**config.mk**
```make
export PLATFORM = sky130hd
export DESIGN_NAME = gnrl_bitstr_seq_flat
export DESIGN_NICKNAME = d
export VERILOG_FILES = /design/src/rtl/gnrl_bitstr_seq_if.sv /design/src/rtl/gnrl_bitstr_seq.sv /design/src/flat_wrapper.sv
export SDC_FILE = /design/constraint.sdc
export NUM_CORES = 1
export LEC_CHECK = 0
export CORE_MARGIN = 3
export CORE_UTILIZATION = 47
export CTS_CLUSTER_DIAMETER = 120
export DETAILED_ROUTE_END_ITERATION = 7
export GPL_TIMING_DRIVEN = 0
export PLACE_DENSITY = 0.95
export SLEW_MARGIN = 20
export SYNTH_ARGS = -nofsm -noshare
export SYNTH_HDL_FRONTEND = slang
export SYNTH_SLANG_ARGS = --single-unit
```
**constraint.sdc**
```tcl
create_clock -name CLK -period 3.29 [get_ports CLK]
set_input_delay 0.658 -clock CLK [delete_from_list [all_inputs] [get_ports CLK]]
set_output_delay 0.658 -clock CLK [all_outputs]
set_load 0.02 [all_outputs]
```
**src/rtl/gnrl_bitstr_seq_if.sv**
```systemverilog
// Bundles the sequencer's SoC control, FIFO read side and status/output bus.
// The master is the SoC/FIFO environment and the slave is the sequencer.
interface gnrl_bitstr_seq_if #(
    parameter int BUS_WIDTH  = 32,
    parameter int CNT_WIDTH  = 16,
    parameter int WCNT_WIDTH = 16
);
    localparam int W = BUS_WIDTH + CNT_WIDTH + 1;

    logic                  START;
    logic                  ABORT;
    logic [BUS_WIDTH-1:0]  IDLE_VAL;
    logic [W-1:0]          fifo_data;
    logic                  fifo_empty;
    logic                  fifo_rdreq;
    logic [BUS_WIDTH-1:0]  bitstr_out;
    logic                  BUSY;
    logic                  DONE;
    logic                  UNDERFLOW;
    logic [WCNT_WIDTH-1:0] WORD_CNT;

    modport master (
        output START, ABORT, IDLE_VAL, fifo_data, fifo_empty,
        input  fifo_rdreq, bitstr_out, BUSY, DONE, UNDERFLOW, WORD_CNT
    );

    modport slave (
        input  START, ABORT, IDLE_VAL, fifo_data, fifo_empty,
        output fifo_rdreq, bitstr_out, BUSY, DONE, UNDERFLOW, WORD_CNT
    );
endinterface

```
**src/rtl/gnrl_bitstr_seq.sv**
```systemverilog
// Bitstream sequencer: pulls {end, hold, pattern} words from a show-ahead FIFO
// and drives each pattern for hold+1 cycles, stopping on the end flag and
// driving IDLE_VAL whenever no word is active. Reports busy/done/underflow
// and the number of words consumed since the last start.
module gnrl_bitstr_seq #(
    parameter int BUS_WIDTH  = 32,
    parameter int CNT_WIDTH  = 16,
    parameter int WCNT_WIDTH = 16
) (
    input  logic             CLK,
    input  logic             RST,
    gnrl_bitstr_seq_if.slave bus
);
    typedef enum logic [1:0] {IDLE, HOLD, DONE_ST, ERR} state_e;

    state_e                state_q, state_d;
    logic                  start_q, start_d;
    logic [BUS_WIDTH-1:0]  out_q, out_d;
    logic [CNT_WIDTH-1:0]  hold_cnt_q, hold_cnt_d;
    logic                  end_q, end_d;
    logic                  busy_q, busy_d;
    logic                  done_q, done_d;
    logic                  underflow_q, underflow_d;
    logic [WCNT_WIDTH-1:0] wcnt_q, wcnt_d;

    logic                  start_edge;
    logic                  load;
    logic [BUS_WIDTH-1:0]  head_pat;
    logic [CNT_WIDTH-1:0]  head_hold;
    logic                  head_end;

    assign head_pat  = bus.fifo_data[BUS_WIDTH-1:0];
    assign head_hold = bus.fifo_data[BUS_WIDTH+CNT_WIDTH-1:BUS_WIDTH];
    assign head_end  = bus.fifo_data[BUS_WIDTH+CNT_WIDTH];

    // Next-state and output logic; ABORT overrides every state, a load is
    // merged in at the end so IDLE and HOLD share the same word-fetch path.
    always_comb begin
        state_d     = state_q;
        start_d     = bus.START;
        out_d       = out_q;
        hold_cnt_d  = hold_cnt_q;
        end_d       = end_q;
        done_d      = done_q;
        underflow_d = underflow_q;
        wcnt_d      = wcnt_q;
        load        = 1'b0;
        start_edge  = bus.START & ~start_q;

        if (bus.ABORT) begin
            state_d = IDLE;
            out_d   = bus.IDLE_VAL;
        end else begin
            case (state_q)
                IDLE: begin
                    out_d = bus.IDLE_VAL;
                    if (start_edge) begin
                        done_d      = 1'b0;
                        underflow_d = 1'b0;
                        wcnt_d      = '0;
                        if (!bus.fifo_empty) begin
                            load = 1'b1;
                        end else begin
                            underflow_d = 1'b1;
                            state_d     = ERR;
                        end
                    end
                end
                HOLD: begin
                    if (hold_cnt_q != '0) begin
                        hold_cnt_d = hold_cnt_q - CNT_WIDTH'(1);
                    end else if (end_q) begin
                        out_d   = bus.IDLE_VAL;
                        done_d  = 1'b1;
                        state_d = DONE_ST;
                    end else if (!bus.fifo_empty) begin
                        load = 1'b1;
                    end else begin
                        out_d       = bus.IDLE_VAL;
                        underflow_d = 1'b1;
                        state_d     = ERR;
                    end
                end
                DONE_ST, ERR: begin
                    // Wait for START to drop so the next rising edge re-arms.
                    out_d = bus.IDLE_VAL;
                    if (!bus.START) begin
                        state_d = IDLE;
                    end
                end
                default: begin
                    state_d = IDLE;
                    out_d   = bus.IDLE_VAL;
                end
            endcase
        end

        // The counter add sees the cleared value when a start load coincides
        // with the clear, so the first word of a sequence counts as 1.
        if (load) begin
            out_d      = head_pat;
            hold_cnt_d = head_hold;
            end_d      = head_end;
            wcnt_d     = wcnt_d + WCNT_WIDTH'(1);
            state_d    = HOLD;
        end

        busy_d = (state_d == HOLD);
    end

    // State and output registers with synchronous reset.
    always_ff @(posedge CLK) begin
        if (RST) begin
            state_q     <= IDLE;
            start_q     <= 1'b0;
            out_q       <= '0;
            hold_cnt_q  <= '0;
            end_q       <= 1'b0;
            busy_q      <= 1'b0;
            done_q      <= 1'b0;
            underflow_q <= 1'b0;
            wcnt_q      <= '0;
        end else begin
            state_q     <= state_d;
            start_q     <= start_d;
            out_q       <= out_d;
            hold_cnt_q  <= hold_cnt_d;
            end_q       <= end_d;
            busy_q      <= busy_d;
            done_q      <= done_d;
            underflow_q <= underflow_d;
            wcnt_q      <= wcnt_d;
        end
    end

    assign bus.fifo_rdreq = load & ~RST;
    assign bus.bitstr_out = out_q;
    assign bus.BUSY       = busy_q;
    assign bus.DONE       = done_q;
    assign bus.UNDERFLOW  = underflow_q;
    assign bus.WORD_CNT   = wcnt_q;
endmodule
```
**src/flat_wrapper.sv**
```systemverilog
// flat-port wrapper written by rule: the top's interface ports become plain ports
module gnrl_bitstr_seq_flat 
#(
    parameter int BUS_WIDTH  = 32,
    parameter int CNT_WIDTH  = 16,
    parameter int WCNT_WIDTH = 16
)
  (CLK, RST, bus_START, bus_ABORT, bus_IDLE_VAL, bus_fifo_data, bus_fifo_empty, bus_fifo_rdreq, bus_bitstr_out, bus_BUSY, bus_DONE, bus_UNDERFLOW, bus_WORD_CNT);
  gnrl_bitstr_seq_if #(.BUS_WIDTH(BUS_WIDTH), .CNT_WIDTH(CNT_WIDTH), .WCNT_WIDTH(WCNT_WIDTH)) bus_i ();
  input  logic CLK;
  input  logic RST;
  input wire logic [$bits(bus_i.START)-1:0] bus_START;
  input wire logic [$bits(bus_i.ABORT)-1:0] bus_ABORT;
  input wire logic [$bits(bus_i.IDLE_VAL)-1:0] bus_IDLE_VAL;
  input wire logic [$bits(bus_i.fifo_data)-1:0] bus_fifo_data;
  input wire logic [$bits(bus_i.fifo_empty)-1:0] bus_fifo_empty;
  output wire logic [$bits(bus_i.fifo_rdreq)-1:0] bus_fifo_rdreq;
  output wire logic [$bits(bus_i.bitstr_out)-1:0] bus_bitstr_out;
  output wire logic [$bits(bus_i.BUSY)-1:0] bus_BUSY;
  output wire logic [$bits(bus_i.DONE)-1:0] bus_DONE;
  output wire logic [$bits(bus_i.UNDERFLOW)-1:0] bus_UNDERFLOW;
  output wire logic [$bits(bus_i.WORD_CNT)-1:0] bus_WORD_CNT;
  assign bus_i.START = bus_START;
  assign bus_i.ABORT = bus_ABORT;
  assign bus_i.IDLE_VAL = bus_IDLE_VAL;
  assign bus_i.fifo_data = bus_fifo_data;
  assign bus_i.fifo_empty = bus_fifo_empty;
  assign bus_fifo_rdreq = bus_i.fifo_rdreq;
  assign bus_bitstr_out = bus_i.bitstr_out;
  assign bus_BUSY = bus_i.BUSY;
  assign bus_DONE = bus_i.DONE;
  assign bus_UNDERFLOW = bus_i.UNDERFLOW;
  assign bus_WORD_CNT = bus_i.WORD_CNT;
  gnrl_bitstr_seq #(.BUS_WIDTH(BUS_WIDTH), .CNT_WIDTH(CNT_WIDTH), .WCNT_WIDTH(WCNT_WIDTH)) u_core (.CLK(CLK), .RST(RST), .bus(bus_i));
endmodule
```
; ---- Yosys cells after proc, flatten, opt, wreduce, memory -nomap -nowiden
; Cells that the tools add are included.
[totals]
register_bits = 71
in_bits = 86
out_inout_bits = 52
elab_cells = 77
[classes]
add_sub_neg = 2
eq_ne = 12
mux = 38
bitwise = 5
reduce_logical = 11
[op_table]
columns = cell, n
row1 = $mux W32, 5
row2 = $mux W16, 8
row3 = $pmux W32 S2, 1
row4 = $add A16 B1 Y16 const B, 1
row5 = $reduce_bool A16 Y1, 1
row6 = $sub A16 B1 Y16 const B, 1
row7 = $mux W2, 7
row8 = $mux W1, 13
row9 = $ne A2 B1 Y1 const B, 3
row10 = $ne A2 B2 Y1 const B, 3
row11 = $pmux W1 S2, 3
row12 = $pmux W2 S3, 1
row13 = $reduce_and A6 Y1, 1
row14 = $reduce_bool A2 Y1, 3
row15 = $ne A5 B3 Y1 const B, 1
row16 = $reduce_and A5 Y1, 1
row17 = $eq A2 B1 Y1 const B, 2
row18 = $eq A2 B2 Y1 const B, 2
row19 = $ne A4 B3 Y1 const B, 1
row20 = $not A1 Y1, 3
row21 = $reduce_and A3 Y1, 1
row22 = $reduce_or A3 Y1, 1
row23 = $and A1 B1 Y1, 2
row24 = $logic_not A2 Y1, 1
row25 = other kinds (2), 2

; ---- Longest topological paths before layout
; Gate-level depths: netlist of the first run.
[depth]
depth_word = 7
ltp_mapped = 9

; ---- Worst setup path before layout of the first run
; No wires, ideal clock.
[synth_timing]
path_kind = input to output
startpoint = input port bus_START
endpoint = output port bus_fifo_rdreq
arrival_time_ns = 2.163
setup_slack_ns = 0.469
path_stages = 6
n_path_buf = 2
path_cell_list = or3b_2 -> nor3_1 -> a31oi_1 -> buf_2 -> buf_1 -> nor2_1
[synth_between]
elab_chain_len = 5
[synth_rtl]
columns = item, line
row1 = "start, declared", flat_wrapper.sv:12  ; input wire logic [$bits(bus_i.START)-1:0] bus_START;
row2 = $and A1 B1 Y1, gnrl_bitstr_seq.sv:48  ; start_edge = bus.START & ~start_q;
row3 = $mux W1, gnrl_bitstr_seq.sv:57  ; if (start_edge) begin
row4 = $pmux W1 S2, gnrl_bitstr_seq.sv:54  ; case (state_q)
row5 = $mux W1, gnrl_bitstr_seq.sv:50  ; if (bus.ABORT) begin
row6 = $and A1 B1 Y1, gnrl_bitstr_seq.sv:136  ; assign bus.fifo_rdreq = load & ~RST;
row7 = "end, declared", flat_wrapper.sv:17  ; output wire logic [$bits(bus_i.fifo_rdreq)-1:0] bus_fifo_rdreq;
; No other way between the ends.

; ---- Worst setup path in the final report of the first run
[layout_timing]
startpoint = register u_core.hold_cnt_q[2]
endpoint = output port bus_fifo_rdreq
[layout_between]
elab_chain_len = 5
[layout_rtl]
columns = item, line
row1 = "start, declared", gnrl_bitstr_seq.sv:19  ; logic [CNT_WIDTH-1:0] hold_cnt_q, hold_cnt_d;
row2 = "start signal, assigned", gnrl_bitstr_seq.sv:127  ; hold_cnt_q <= hold_cnt_d;
row3 = $reduce_bool A16 Y1, gnrl_bitstr_seq.sv:70  ; if (hold_cnt_q != '0) begin
row4 = $mux W1, gnrl_bitstr_seq.sv:70
row5 = $pmux W1 S2, gnrl_bitstr_seq.sv:54
row6 = $mux W1, gnrl_bitstr_seq.sv:50
row7 = $and A1 B1 Y1, gnrl_bitstr_seq.sv:136
; No other way between the ends.

==> results of run 1 <==
[power breakdown]
part	internal [µW]	total [µW]	switching (µW)
clock network	426	755	329
registers	910	946	35.5
logic	241	499	258
[worst reg2reg max path: cells and delay by family, from the launching register on]
kind            cells  cell delay [ps]
compound gates      1              150
fa+ha+maj           1              150
buf+inv             3              740
flops               1              310
simple gates        4             1240
[layer usage]
metal	vias up	global-route usage (%)	wire (µm)
met4	0	13.9	425
li1	1919	-	-
met5	-	0	0
met3	32	4.79	849
met1	1938	32.0	4750
met2	213	47.2	6170
[per-stage QoR]
step	hold WS, ps	cell area, µm²	setup TNS, ps	worst slack, ps
2_1_floorplan	460	3510	0	469
3_3_place_gp	466	4980	-1190	-956
3_5_place_dp	490	4980	-3670	-1080
4_1_cts	500	5230	0	149
5_1_grt	516	5230	0	16.1
6_report	499	5230	0	109
[cell families after synthesis]
logic type | count (synthesis)
buf+inv | 39
xor+xnor | 4
flops | 71
fa+ha+maj | 3
mux | 3
simple gates | 210
compound gates | 113
[worst paths after layout]
check | start | to | depth (start not counted)
max | u_core.hold_cnt_q[2] | bus_fifo_rdreq | 6
min | u_core.bus.bitstr_out[22] | u_core.bus.bitstr_out[22] | 2
max reg2reg | u_core.state_q[1] | u_core.bus.WORD_CNT[14] | 9
min reg2reg | u_core.bus.bitstr_out[22] | u_core.bus.bitstr_out[22] | 2
[cell type report]
cell class,instances,area [µm²]
buffer,32,139
clock buffer,12,135
clock inverter,4,70.1
fill,502,1790
inverter,6,22.5
multi-input combinational,333,1970
sequential,71,1420
tap,96,120
timing repair buffer,135,1350
[registers in the layout, summed over array words and instances (netlist names)]
register / count
u_core.end_q: 1
u_core.bus.WORD_CNT: 16
u_core.bus.DONE: 1
u_core.bus.BUSY: 1
u_core.bus.bitstr_out: 32
u_core.hold_cnt_q: 16
u_core.state_q: 2
u_core.start_q: 1
u_core.bus.UNDERFLOW: 1
[cells in the mapped netlist (all sizes together) (4+ instances only)]
cell     count  area share, %
nor2        48            5.1
nand4       10            1.8
buf          9            1.3
or3          9            1.7
or4          8            1.8
a311oi      33            8.2
a2bb2oi      4            1.0
clkbuf      24            2.6
a31oi        5           0.89
nand3       14            2.0
and2         7            1.2
nor4         4            1.1
and3         6            1.1
a21oi       22            3.1
dfxtp       71             41
o311ai       4            1.0
nor3        10            1.4
o21ai       16            2.6
inv          6           0.64
nand2       85            9.1
[what timing repair did]
item                       CTS  global route
hold endpoints to repair     0             0
gates resized for setup     14             0
setup endpoints to repair    1             0
==> summary by stage, run 1 <==
GRT
The global-route wire length before repair is 18800 µm. The via count of the first global-routing pass is 3939. After global routing the overflow that remains totals 0.

The largest net degree at the start of global routing is 20. Across every metal layer, demand over resource in global routing totals 27.2%. The number of antenna violations at the first check in global routing is 0.

Placement
The HPWL after detailed placement is 9010 µm. The number of placed instances, taps included, is 674. The routability congestion estimate is 0.906. The number of I/O port buffers is 135.

Synthesis
The fraction of the mapped netlist area in simple logic gates is 28.5%. The synthesized design contains 0 enable-type register cells. Summing every instance area after synthesis gives 3510 µm².

Synthesis handed over a netlist of 443 instances. The mean cell area of the mapped netlist is 7.92 µm². The synthesized flop and latch total is 71. The fraction of the yosys area taken by sequential cells is 40.5%.

The async set-reset flop share out of synthesis is 0%. The number of nets produced by synthesis is 532. The synthesized netlist devotes 23.5% of its cell area to compound gates. The xor/xnor cell area share of the yosys netlist is 0.999%. Summing the areas of all fa, ha and maj instances in the mapped netlist gives 1.07% of the synthesized area. The dominant combinational cell family by area after synthesis is simple AND/OR/NAND/NOR gates. The prevailing post-synth register cell is dfxtp_1.

The portion of netlist area occupied by mux cells is 0.856%. The synthesis warning total is 0. In this run, distinct cell masters in the synthesized netlist total 56.

Critical path
The data required time at the worst endpoint is 2630 ps. The critical-path cell with the highest stage delay is nor3_1. STA classifies the critical path startpoint as a flop.

The kind of critical path is reg -> out. The arrival time of data at the critical path endpoint is 2520 ps. The setup slack of the most critical reg-to-reg path is 640 ps. The sum of buffers and inverters on the critical path is 2.

In this design, the stage delay of the slowest critical-path cell is 600 ps. Traced cell by cell, the critical path runs through nor3_1, and3_1, a31oi_4, buf_6, nor2_1, clkdlybuf4s15_2. The family with the most delay on the worst path is simple AND/OR/NAND/NOR gates. The kind of end point of the critical path is an output pin. In this run the worst path has a maximum fanout of 19.

CTS
The sink count of the clock tree is 71. At the later pin of the worst-skew pair, clock insertion delay measures 350 ps. CTS placed an instance of clkbuf_8 at the clock tree root. The H-tree was split into 3 levels. TritonCTS built the clock tree. Clock-pin slew was measured on the worst setup and hold paths at 70 ps. The number of clock buffers added by TritonCTS is 9.

Post-CTS timing repair inserted 0 buffers for setup. The number of hold buffers added after CTS was 0. The maximum clock insertion buffer count is 2.

Final layout
For this run, the share of the core covered by cells in the final layout is 74.4%. The post-route netlist has 5.73% of its cells at a drive strength greater than 1. The relative area change from synthesis to final layout is 49.0%. The number of nets in the layout is 677. 0 antenna diodes ended up in the layout. The post-route non-filler standard cell count is 689. In the layout the commonest cells are 132 x clkdlybuf4s50_1, 85 x nand2_1, 71 x dfxtp_1. The most common library cell in the layout ignoring fill and taps is clkdlybuf4s50_1.

Timing
The count of final max-slew check failures is 0. Setup violations remaining at the end of the flow were counted as 0. The clock period could shrink to 3180 ps. In the finished design, the share of the clock period the worst path needs comes to 96.7%. The actual transition at the worst max-transition pin is 681 ps. The relative slew slack is 53.5%. The maximum clock frequency is 0.314 GHz. The number of hold violations in the final report is 0. Clock skew on the completed layout was measured at 13.3 ps. Setup repair after global routing left no endpoint under its margin.

Power
The leakage power is 0.00196 µW. After layout, the design draws a total of 2200 µW. The power density of the placed cells is 421 nW/µm². The largest vdd supply drop is 0.266 mV.

Detailed routing
The wire length per cell after detailed routing is 17.7 µm. The first-pass detailed-route iteration total is 5. The number of design rule violations left after detail routing is 0. The via-per-instance ratio is 5.95.

In this run the remaining antenna-violating nets after routing total 0. The total wirelength of the detailed-routed design is 12200 µm. The number of DRC markers in iteration 0 is 309.

The routed layout has 4102 vias.

Floorplanning
The full die area is 8530 µm². The region available for standard cell placement spans 7020 µm². The die span in x is 92.4 µm.

The boundary pin count is 138. The row count is 30. For this configuration, the core starts out at a cell density of 50.0%. In this run the vertical extent of the chip is 92.4 µm.

Outcome
The run finished with clean final reports.

Worst hold path
In this run the worst hold path is classified as reg -> reg.

Flow run
The count of max-cap constraint violations is 0.
No activity file was read; power rests on OpenSTA's default activity.
==> run 2, diff against run 1 <==
--- a/config.mk
+++ b/config.mk
@@ -11,6 +11,7 @@
 export DETAILED_ROUTE_END_ITERATION = 7
 export GPL_TIMING_DRIVEN = 0
 export PLACE_DENSITY = 0.95
+export SKIP_LAST_GASP = 1
 export SLEW_MARGIN = 20
 export SYNTH_ARGS = -nofsm -noshare
 export SYNTH_HDL_FRONTEND = slang
==> results of run 2 <==
Same layout as run 1: the final DEF is identical, and so are final timing and power.
==> run 3, diff against run 2 <==
==> constraint.sdc (replaced) <==
create_clock -name CLK -period 3.29 [get_ports CLK]
set_input_delay 0.4935 -clock CLK [delete_from_list [all_inputs] [get_ports CLK]]
set_output_delay 0.4935 -clock CLK [all_outputs]
set_load 0.02 [all_outputs]
==> run 3 against run 2 <==
  * First-iteration DRC count rose by 10%
  * Wire length barely moved
  * Count of clock-buffer cells in the layout did not move
  * Global-route usage rose by 0.055 points
  * Largest power group unchanged
  * Largest cell class unchanged
  * Clock power barely moved
==> summary by stage, run 3 (same netlist as run 1, synthesis figures left out) <==
Power
The share of total power in sequential cells is 43.0% (about the same). The power density of the placed cells is 422 nW/µm² (+0.11%). The leakage power is 0.00195 µW (-0.39%). The switching fraction of total power is 28.2% (-0.060 points). The clock network power share is 34.3% (about the same).

The combinational fraction of design power is 22.7% (about the same). The largest vdd supply drop came to 0.265 mV (-0.13%). The power dissipated by switching net loads is 621 µW (-0.31%). The internal power is 1580 µW (about the same).

Timing
The maximum clock frequency came to 0.311 GHz (-0.94%). The count of final max-slew check failures is 0 (unchanged). The final critical-path required period is 3210 ps (+30.3 ps). The worst hold-check slack is 499 ps (-0.904 ps). The post-route clock skew came to 8.18 ps (-5.11 ps).

The final setup violation count is 0 (unchanged). Setup repair after global routing left no endpoint under its margin. The actual transition at the worst max-transition pin is 682 ps (+1.72 ps).

The final setup slack of the worst path came to 78.6 ps (-30.3 ps). The final-layout setup total negative slack came to 0 ps (unchanged). The relative slew slack is 53.3% (-0.12 points). The number of hold violations in the final report came to 0 (unchanged).

The period utilization is 97.6% (+0.92 points).

Worst hold path
The type of the most critical hold path is reg -> reg. The startpoint identified for the worst hold timing path is u_core.bus.bitstr_out[22].

Detailed routing
The via-per-instance ratio is 5.98 (+0.39%). The number of nets still failing antenna checks after routing is 0 (unchanged). The total via count in the routed design came to 4118 (+0.39%). The wire length per cell after detailed routing is 17.7 µm (about the same). The total wirelength of the detailed-routed design is 12200 µm (about the same). The first-pass detailed-route iteration total was 6 (+1). The number of design rule violations left after detail routing came to 0 (unchanged). The number of DRC markers in iteration 0 is 340 (+10%).

CTS
The number of levels the H-tree was split into is 3 (unchanged). The number of setup buffers added after CTS is 0 (unchanged). The number of hold buffers added after CTS is 0 (unchanged). TritonCTS built the clock tree. The buffer cell driving the clock tree root is clkbuf_8. The clock transition at the registers of the reported paths is 70 ps (about the same). The maximum clock insertion buffer count is 2 (unchanged). The clock latency at the later pin of the worst-skew pair is 350 ps (about the same).

The total clock buffers created by CTS is 9 (unchanged). The sink count of the clock tree was 71 (unchanged).

Placement
The HPWL after detailed placement came to 9010 µm (unchanged). The count of placed standard cells including taps came to 674 (unchanged). The routability congestion estimate is 0.906 (unchanged). The number of I/O port buffers is 135 (unchanged). The worst slack at placement is -753 ps (+329 ps).

Critical path
The setup slack of the most critical reg-to-reg path is 610 ps (-30 ps). In this run the worst setup path terminates at bus_fifo_rdreq. The kind of critical path is in -> out. In this run the worst setup path begins at bus_START. The length in cells of the worst reg-to-reg path came to 9 (unchanged). The startpoint of the worst register-to-register path is u_core.state_q[1].

The kind of end point of the critical path is an output pin. The startpoint kind of the worst setup timing path is a primary input. In this run the critical register-to-register path is captured at u_core.bus.WORD_CNT[14]. The maximum fanout count along the critical path is 19 (unchanged). The arrival time of data at the critical path endpoint is 2720 ps (+200 ps).

The data required time at the worst endpoint is 2800 ps (+170 ps).

Floorplanning
The area inside the core boundary is 7020 µm² (unchanged). The full die area is 8530 µm² (unchanged). The row count is 30 (unchanged). The die span in x is 92.4 µm (unchanged). The initial cell density of the core was 50.0% (unchanged). The boundary pin count is 138 (unchanged).

The die boundary height came to 92.4 µm (unchanged).

Final layout
In the layout the commonest cells are 134 x clkdlybuf4s50_1, 85 x nand2_1, 71 x dfxtp_1. The flip-flop count of the largest register, all copies and words added is 32 (unchanged). The number of antenna cells inserted is 0 (unchanged). The post-route non-filler standard cell count is 689 (unchanged). The filler cell count is 504 (+0.40%).

The post-layout utilization of the core was 74.3% (-0.16 points). The share of final-layout standard cells stronger than drive strength 1 is 5.56% (-0.17 points). The number of nets in the layout is 677 (unchanged).

The relative area change from synthesis to final layout is 48.7%. The library cell used most frequently in the layout, excluding fill and tap cells, is clkdlybuf4s50_1.

GRT
The overflow left after global routing is 0 (unchanged). The total global-route track usage is 27.3% (+0.055 points). The via count of the first global-routing pass is 3928 (-0.28%). The global-route wire length before repair was 18800 µm (about the same). The largest net degree at the start of global routing is 20 (unchanged). The number of antenna violations at the first check in global routing is 0 (unchanged).

Flow run
The count of max-cap constraint violations is 0 (unchanged).

Outcome
The run finished with clean final reports.
[run 3: cell types whose count changed in the layout (fill, tap and decap cells not counted)]
cell,delta
nor3_2,+1
dlygate4sd2_1,-2
nor3_4,-1
buf_4,+1
buf_6,-1
clkdlybuf4s15_2,-1
or3b_4,-1
clkdlybuf4s50_1,+2
clkdlybuf4s15_1,+1
or3b_2,+1
[run 3: metal layers]
metal	global-route usage, %	vias to the layer above	part of all wire, %
li1	-	1919	-
met1	31.9	1940	38
met2	47.3	219	51
met3	4.87	40	7.8
met4	14.1	0	3.7
met5	0	-	0
[run 3: how the worst min path moves through the flow]
stage / to / slack (ps) / cells after the start
3_3_place_gp: u_core.bus.DONE / 470 / 2
3_5_place_dp: u_core.bus.bitstr_out[22] / 490 / 2
4_1_cts: u_core.bus.bitstr_out[22] / 500 / 2
6_report: u_core.bus.bitstr_out[22] / 500 / 2
5_1_grt: u_core.bus.bitstr_out[22] / 520 / 2
2_1_floorplan: u_core.hold_cnt_q[5] / 460 / 2
[run 3: through the flow]
stage | power, µW | cell area [µm²]
2_1_floorplan | 1210 | 3510
3_3_place_gp | 1430 | 4980
3_5_place_dp | 1450 | 4980
4_1_cts | 2190 | 5200
5_1_grt | 2280 | 5210
6_report | 2200 | 5210
[run 3: worst max-delay path: stages]
cell and delay [ps]:
clkdlybuf4s50_1 590, or3b_2 560, nor3_4 210, a31oi_4 100, buf_4 270, nor2_1 120, clkdlybuf4s15_1 350
[run 3: layout make-up]
| class | count | area, µm² | share of cell area, % |
|---|---|---|---|
| multi-input combinational | 333 | 1960 | 37.6 |
| sequential | 71 | 1420 | 27.3 |
| timing repair buffer | 135 | 1350 | 25.9 |
| clock buffer | 12 | 135 | 2.59 |
| buffer | 32 | 135 | 2.59 |
| tap | 96 | 120 | 2.30 |
| clock inverter | 4 | 70.1 | 1.34 |
| inverter | 6 | 22.5 | 0.432 |
[run 3: timing repair]
action,in CTS,in global routing
resized for setup,5,3
endpoints found under the hold margin,0,0
gates cloned,0,0
endpoints found under the setup margin,1,1
[run 3: power by group through the flow]
| stage | registers [µW] | clock network, µW | logic [µW] |
|---|---|---|---|
| floorplan | 1000 | 0 | 208 |
| global placement | 960 | 0 | 468 |
| detailed placement | 964 | 0 | 483 |
| CTS | 944 | 752 | 492 |
| global route | 951 | 797 | 534 |
| finish | 945 | 753 | 499 |
